<file path="src/rtl/replay_loading_bar.sv">
// replay_loading_bar
//   Segmented "loading" bar for a 96x64 RGB565 OLED. A small FSM
//   (IDLE/FILLING/FULL) fills NUM_SEG segments, one every TICKS_PER_SEG
//   frame ticks. Once the bar is full, the segments blink every
//   BLINK_TICKS frame ticks. A pixel renderer turns (x,y) into a
//   registered colour.
//
// Ports
//   clk        system clock
//   rst_n      synchronous active-low reset
//   x, y       pixel coordinate being scanned (x 0..95, y 0..63)
//   frame_tick one-cycle pulse per display frame
//   start      one-cycle request to begin filling
//   cancel     one-cycle request to abort and clear (wins over start)
//   oled_data  registered RGB565 colour for the (x,y) of the previous cycle
//   busy       high while filling
//   done       one-cycle pulse as the last segment fills
//   seg_count  number of filled segments, 0..NUM_SEG
module replay_loading_bar #(
    parameter int          NUM_SEG       = 4,
    parameter int          TICKS_PER_SEG = 30,
    parameter int          BLINK_TICKS   = 15,
    parameter int          BAR_X0        = 10,
    parameter int          BAR_X1        = 89,
    parameter int          BAR_Y0        = 26,
    parameter int          BAR_Y1        = 49,
    parameter logic [15:0] FG            = 16'h0000,
    parameter logic [15:0] BG            = 16'hFFFF,
    parameter logic [15:0] FILL          = 16'hAFE5
) (
    input  logic        clk,
    input  logic        rst_n,
    input  logic [6:0]  x,
    input  logic [5:0]  y,
    input  logic        frame_tick,
    input  logic        start,
    input  logic        cancel,
    output logic [15:0] oled_data,
    output logic        busy,
    output logic        done,
    output logic [3:0]  seg_count
);

    // Counters only ever hold 0..N-1 because they clear on the Nth tick.
    localparam int TW = (TICKS_PER_SEG > 1) ? $clog2(TICKS_PER_SEG) : 1;
    localparam int BW = (BLINK_TICKS > 1) ? $clog2(BLINK_TICKS) : 1;
    localparam logic [TW-1:0] TICK_LAST  = TW'(TICKS_PER_SEG - 1);
    localparam logic [BW-1:0] BLINK_LAST = BW'((BLINK_TICKS > 0) ? BLINK_TICKS - 1 : 0);
    localparam logic [3:0]    SEG_LAST   = 4'(NUM_SEG - 1);

    // Inner fill area geometry
    localparam int IX0   = BAR_X0 + 4;
    localparam int IW    = BAR_X1 - BAR_X0 - 7;
    localparam int SEG_W = IW / NUM_SEG;
    localparam int IY0   = BAR_Y0 + 4;
    localparam int IY1   = BAR_Y1 - 4;

    typedef enum logic [1:0] {IDLE, FILLING, FULL} state_t;

    state_t        state, state_n;
    logic [3:0]    seg_n;
    logic [TW-1:0] tick_cnt, tick_n;
    logic [BW-1:0] blink_cnt, blink_cnt_n;
    logic          blink_vis, blink_vis_n;
    logic          done_n;

    int            xi, yi;
    logic          outline, seg_hit;
    logic [15:0]   color;

    // Next-state logic; cancel overrides everything else in the cycle.
    always_comb begin
        state_n     = state;
        seg_n       = seg_count;
        tick_n      = tick_cnt;
        blink_cnt_n = blink_cnt;
        blink_vis_n = blink_vis;
        done_n      = 1'b0;
        if (cancel) begin
            state_n     = IDLE;
            seg_n       = '0;
            tick_n      = '0;
            blink_cnt_n = '0;
            blink_vis_n = 1'b1;
        end else begin
            case (state)
                IDLE: begin
                    if (start) begin
                        state_n = FILLING;
                        seg_n   = '0;
                        tick_n  = '0;
                    end
                end
                FILLING: begin
                    // start is deliberately ignored here
                    if (frame_tick) begin
                        if (tick_cnt == TICK_LAST) begin
                            tick_n = '0;
                            seg_n  = seg_count + 4'd1;
                            if (seg_count == SEG_LAST) begin
                                state_n     = FULL;
                                done_n      = 1'b1;
                                blink_cnt_n = '0;
                                blink_vis_n = 1'b1;
                            end
                        end else begin
                            tick_n = tick_cnt + 1'b1;
                        end
                    end
                end
                FULL: begin
                    if (start) begin
                        state_n     = FILLING;
                        seg_n       = '0;
                        tick_n      = '0;
                        blink_cnt_n = '0;
                        blink_vis_n = 1'b1;
                    end else if (BLINK_TICKS > 0 && frame_tick) begin
                        if (blink_cnt == BLINK_LAST) begin
                            blink_cnt_n = '0;
                            blink_vis_n = ~blink_vis;
                        end else begin
                            blink_cnt_n = blink_cnt + 1'b1;
                        end
                    end
                end
                default: state_n = IDLE;
            endcase
        end
    end

    always_ff @(posedge clk) begin
        if (!rst_n) begin
            state <= IDLE;
        end else begin
            state <= state_n;
        end
    end

    always_ff @(posedge clk) begin
        if (!rst_n) begin
            seg_count <= '0;
            tick_cnt  <= '0;
            blink_cnt <= '0;
            blink_vis <= 1'b1;
            busy      <= 1'b0;
            done      <= 1'b0;
            oled_data <= BG;
        end else begin
            seg_count <= seg_n;
            tick_cnt  <= tick_n;
            blink_cnt <= blink_cnt_n;
            blink_vis <= blink_vis_n;
            busy      <= (state_n == FILLING);
            done      <= done_n;
            oled_data <= color;
        end
    end

    // Pixel renderer: priority outline > filled segment > background.
    assign xi = int'({25'd0, x});
    assign yi = int'({26'd0, y});

    always_comb begin
        outline = (((xi >= BAR_X0 && xi <= BAR_X0 + 2) || (xi >= BAR_X1 - 2 && xi <= BAR_X1))
                   && yi >= BAR_Y0 + 3 && yi <= BAR_Y1 - 3)
               || (((yi >= BAR_Y0 && yi <= BAR_Y0 + 2) || (yi >= BAR_Y1 - 2 && yi <= BAR_Y1))
                   && xi >= BAR_X0 + 3 && xi <= BAR_X1 - 3);
        seg_hit = 1'b0;
        for (int i = 0; i < NUM_SEG; i++) begin
            // last column of each segment slot is left blank as a gap
            if (i < int'({28'd0, seg_count}) && yi >= IY0 && yi <= IY1
                && xi >= IX0 + i * SEG_W && xi <= IX0 + (i + 1) * SEG_W - 2) begin
                seg_hit = 1'b1;
            end
        end
        if (outline) begin
            color = FG;
        end else if (seg_hit && blink_vis) begin
            color = FILL;
        end else begin
            color = BG;
        end
    end

endmodule

</file>
<file path="config.mk">
export PLATFORM = sky130hd
export DESIGN_NAME = replay_loading_bar
export DESIGN_NICKNAME = d
export VERILOG_FILES = /design/src/rtl/replay_loading_bar.sv
export SDC_FILE = /design/constraint.sdc
export NUM_CORES = 1
export LEC_CHECK = 0
export CORE_ASPECT_RATIO = 1.5
export CORE_MARGIN = 5
export CORE_UTILIZATION = 30
export DETAILED_ROUTE_END_ITERATION = 10
export PLACE_DENSITY = 0.56
export SYNTH_ARGS = -nofsm -noshare
export SYNTH_HDL_FRONTEND = slang
export SYNTH_SLANG_ARGS = --single-unit
</file>
<file path="constraint.sdc">
create_clock -name clk -period 3.9 [get_ports clk]
set_input_delay 0.39 -clock clk [delete_from_list [all_inputs] [get_ports clk]]
set_output_delay 0.39 -clock clk [all_outputs]
set_load 0.02 [all_outputs]
</file>
==> results.tsv <==
metric	value	unit
Yosys warning total	0	
Sink Count	20	
Die X	65.8	um
Post-synth ARST share	0	%
gr ovfl total	0	
WL met1	1.32	mm
Synth Instances	173	
initial drt markers	70	
most frequent cells in the layout	39 x clkdlybuf4s50_1, 20 x nor2_1, 20 x dfxtp_1	
Worst Skew	0.00257	ns
worst hold slack	0.533	ns
post-CTS setup buffer count	0	
DPL Wire Length	2.52	mm
Total Power	427	uW
Setup crit end kind	register	
antenna cell count	0	
crit path from	x[1]	
Seq cells post-synth	20	
PostCTS Resize Cnt	0	
final hold viol count	0	
IO Count	40	
Hold Path Class	reg -> reg	
via count	1262	
r2r worst-path depth	5	
Crit Path Category	in -> reg	
Worst R2R Start	seg_count[1]$_SDFFE_PP0P_	
count of hold-fix buffers inserted at cts	0	
crit path to	oled_data[14]$_SDFF_PN1_	
placed cell count	256	
R2R Setup Slk	2.09	ns
die height	93.7	um
ys flop type	dfxtp_1	
sequential fraction of the synthesis area	28.5	%
Synth cell types	47	
Post-DRT Antenna Nets	0	
Core Region	4540	um2
Leak Pwr	0.642	nW
Worst Path Arrival	2.14	ns
vias in the first global route	1191	
Clk pin slew, worst setup/hold paths	0.07	ns
Initial Util	30.9	%
average instance area after synthesis	8.11	um2
relative slew slack	68.3	%
root cell of the clock tree	clkbuf_8	
Port Buf Inserts	39	
number of flops mapped to enable cells by yosys	0	
synthesized area	1400	um2
RSZ-0062 raised after global routing	false	
pwr dens	240	nW/um2
Via density	4.87	
Layout Cells excl Fill	259	
synth-to-layout area growth	26.8	%
1st-pass router iterations	4	
worst-skew pair later-pin latency	0.26	ns
Mapped Nets	198	
first-pass GRT wire length	5.46	mm
Die ar.	6170	um2
H-tree depth	1	
share of layout cells above drive strength 1	5.64	%
max frequency	511	MHz
drt total wl	3.25	mm
commonest non-fill, non-tap cell in the layout	clkdlybuf4s50_1	
detailed-route wire length per cell	12.6	um
CTS buffer count	3	
uppermost layer routed	met4	
VDD IR max	0.147	mV
GP Congestion	0.749	
GRT Total Usage	11.1	%
Slew @ Worst Pin	0.464	ns
CTS tree	built	
num rows	30	
Crit Path Max Fanout	10	
Max-cap violations	0	
outcome	complete, no violations	
min Tclk post-route	1.96	ns
Final setup viols	0	
reg-to-reg critical path endpoint	blink_vis$_SDFFE_PP1P_	
initial antenna violation count	0	
CP startpoint kind	input pin	
Critical Path RT	4.09	ns
largest net degree at the start of global routing	13	
fill count	485	
Setup Total Neg Slack	0	ns
max-slew violations	0	
CTS max path bufs	2	
routed wl met3	196	um
# DRC	0	
routed wl met2	1.66	mm
Final period util	50.2	%
nets@finish	222	
[metal layers]
layer  vias up  track usage (%)
met5         -                0
met4         0             5.71
met3         8             1.56
met2        41             19.6
met1       575             12.6
li1        638                -
[kinds of logic after synthesis]
kind of cell / count (synthesis) / synth area share (%)
AO/OA/AOI/OAI: 30 / 17.1
XOR/XNOR: 10 / 6.24
adder cells (fa/ha/maj): 7 / 6.24
buffers and inverters: 28 / 11.9
flip-flops: 20 / 28.5
multiplexers: 2 / 1.43
AND/OR/NAND/NOR: 76 / 28.5
[where the power goes]
| group | internal (mW) | leakage, nW | switching [mW] |
|---|---|---|---|
| combinational | 0.0399 | 0.459 | 0.0422 |
| clock | 0.0688 | 0.0216 | 0.0656 |
| sequential | 0.207 | 0.162 | 0.00402 |
| total | 0.316 | 0.642 | 0.112 |
[stage by stage]
stage               instance area (um2)  utilization, %  setup slack, ns
global placement                   1740            38.2             1.65
floorplan                          1400               -             2.19
finish                             1780            39.1             1.94
global route                       1780            39.1             1.76
detailed placement                 1740            38.2             1.64
CTS                                1780            39.1             1.90
[final cells by class]
cell class | instances | area, um2 | area share (%)
sequential | 20 | 400 | 22.5
multi-input combinational | 125 | 836 | 47.0
timing repair buffer | 39 | 390 | 22.0
inverter | 8 | 30.0 | 1.69
clock buffer | 3 | 41.3 | 2.32
tap | 64 | 80.1 | 4.50
[how the worst min path moves through the flow]
stage,from,to,slack [ns],depth (start not counted)
after floorplan,rst_n,oled_data[13]$_SDFF_PN1_,0.45,1
after global placement,blink_cnt[3]$_SDFFE_PP0P_,blink_cnt[3]$_SDFFE_PP0P_,0.51,2
after detailed placement,blink_cnt[3]$_SDFFE_PP0P_,blink_cnt[3]$_SDFFE_PP0P_,0.51,2
after CTS,tick_cnt[1]$_SDFFE_PP0P_,tick_cnt[1]$_SDFFE_PP0P_,0.53,2
after global routing,blink_cnt[3]$_SDFFE_PP0P_,blink_cnt[3]$_SDFFE_PP0P_,0.54,2
final,tick_cnt[1]$_SDFFE_PP0P_,tick_cnt[1]$_SDFFE_PP0P_,0.53,2
[cell usage after synthesis, types with 2 or more instances]
library cell / instances / area (um2)
dfxtp_1: 20 / 400
nor2_1: 20 / 75.1
nand2_1: 18 / 67.6
buf_4: 15 / 113
a21oi_1: 9 / 45.0
inv_1: 8 / 30.0
ha_1: 7 / 87.6
nand2b_1: 6 / 37.5
nand4_1: 6 / 37.5
xor2_1: 6 / 52.6
nand3_1: 5 / 25.0
xnor2_1: 4 / 35.0
a211oi_1: 3 / 22.5
buf_2: 3 / 15.0
nor3_1: 3 / 15.0
a2111oi_0: 2 / 17.5
mux2i_1: 2 / 20.0
nand2b_2: 2 / 17.5
nor2b_1: 2 / 12.5
nor3b_1: 2 / 15.0
o21bai_1: 2 / 15.0
o311a_1: 2 / 20.0
o31ai_1: 2 / 15.0
[sequential cells by signal, indices dropped and copies added (netlist names)]
name / cells
state: 2
done: 1
tick_cnt: 5
oled_data: 2
busy: 1
seg_count: 4
blink_vis: 1
blink_cnt: 4
[critical path: stages]
cell and delay (ns):
clkdlybuf4s50_1 0.64, or2_2 0.19, a21oi_1 0.06, o21bai_1 0.16, a2111oi_0 0.50, a2bb2oi_1 0.20
No activity file was read; power rests on OpenSTA's default activity.
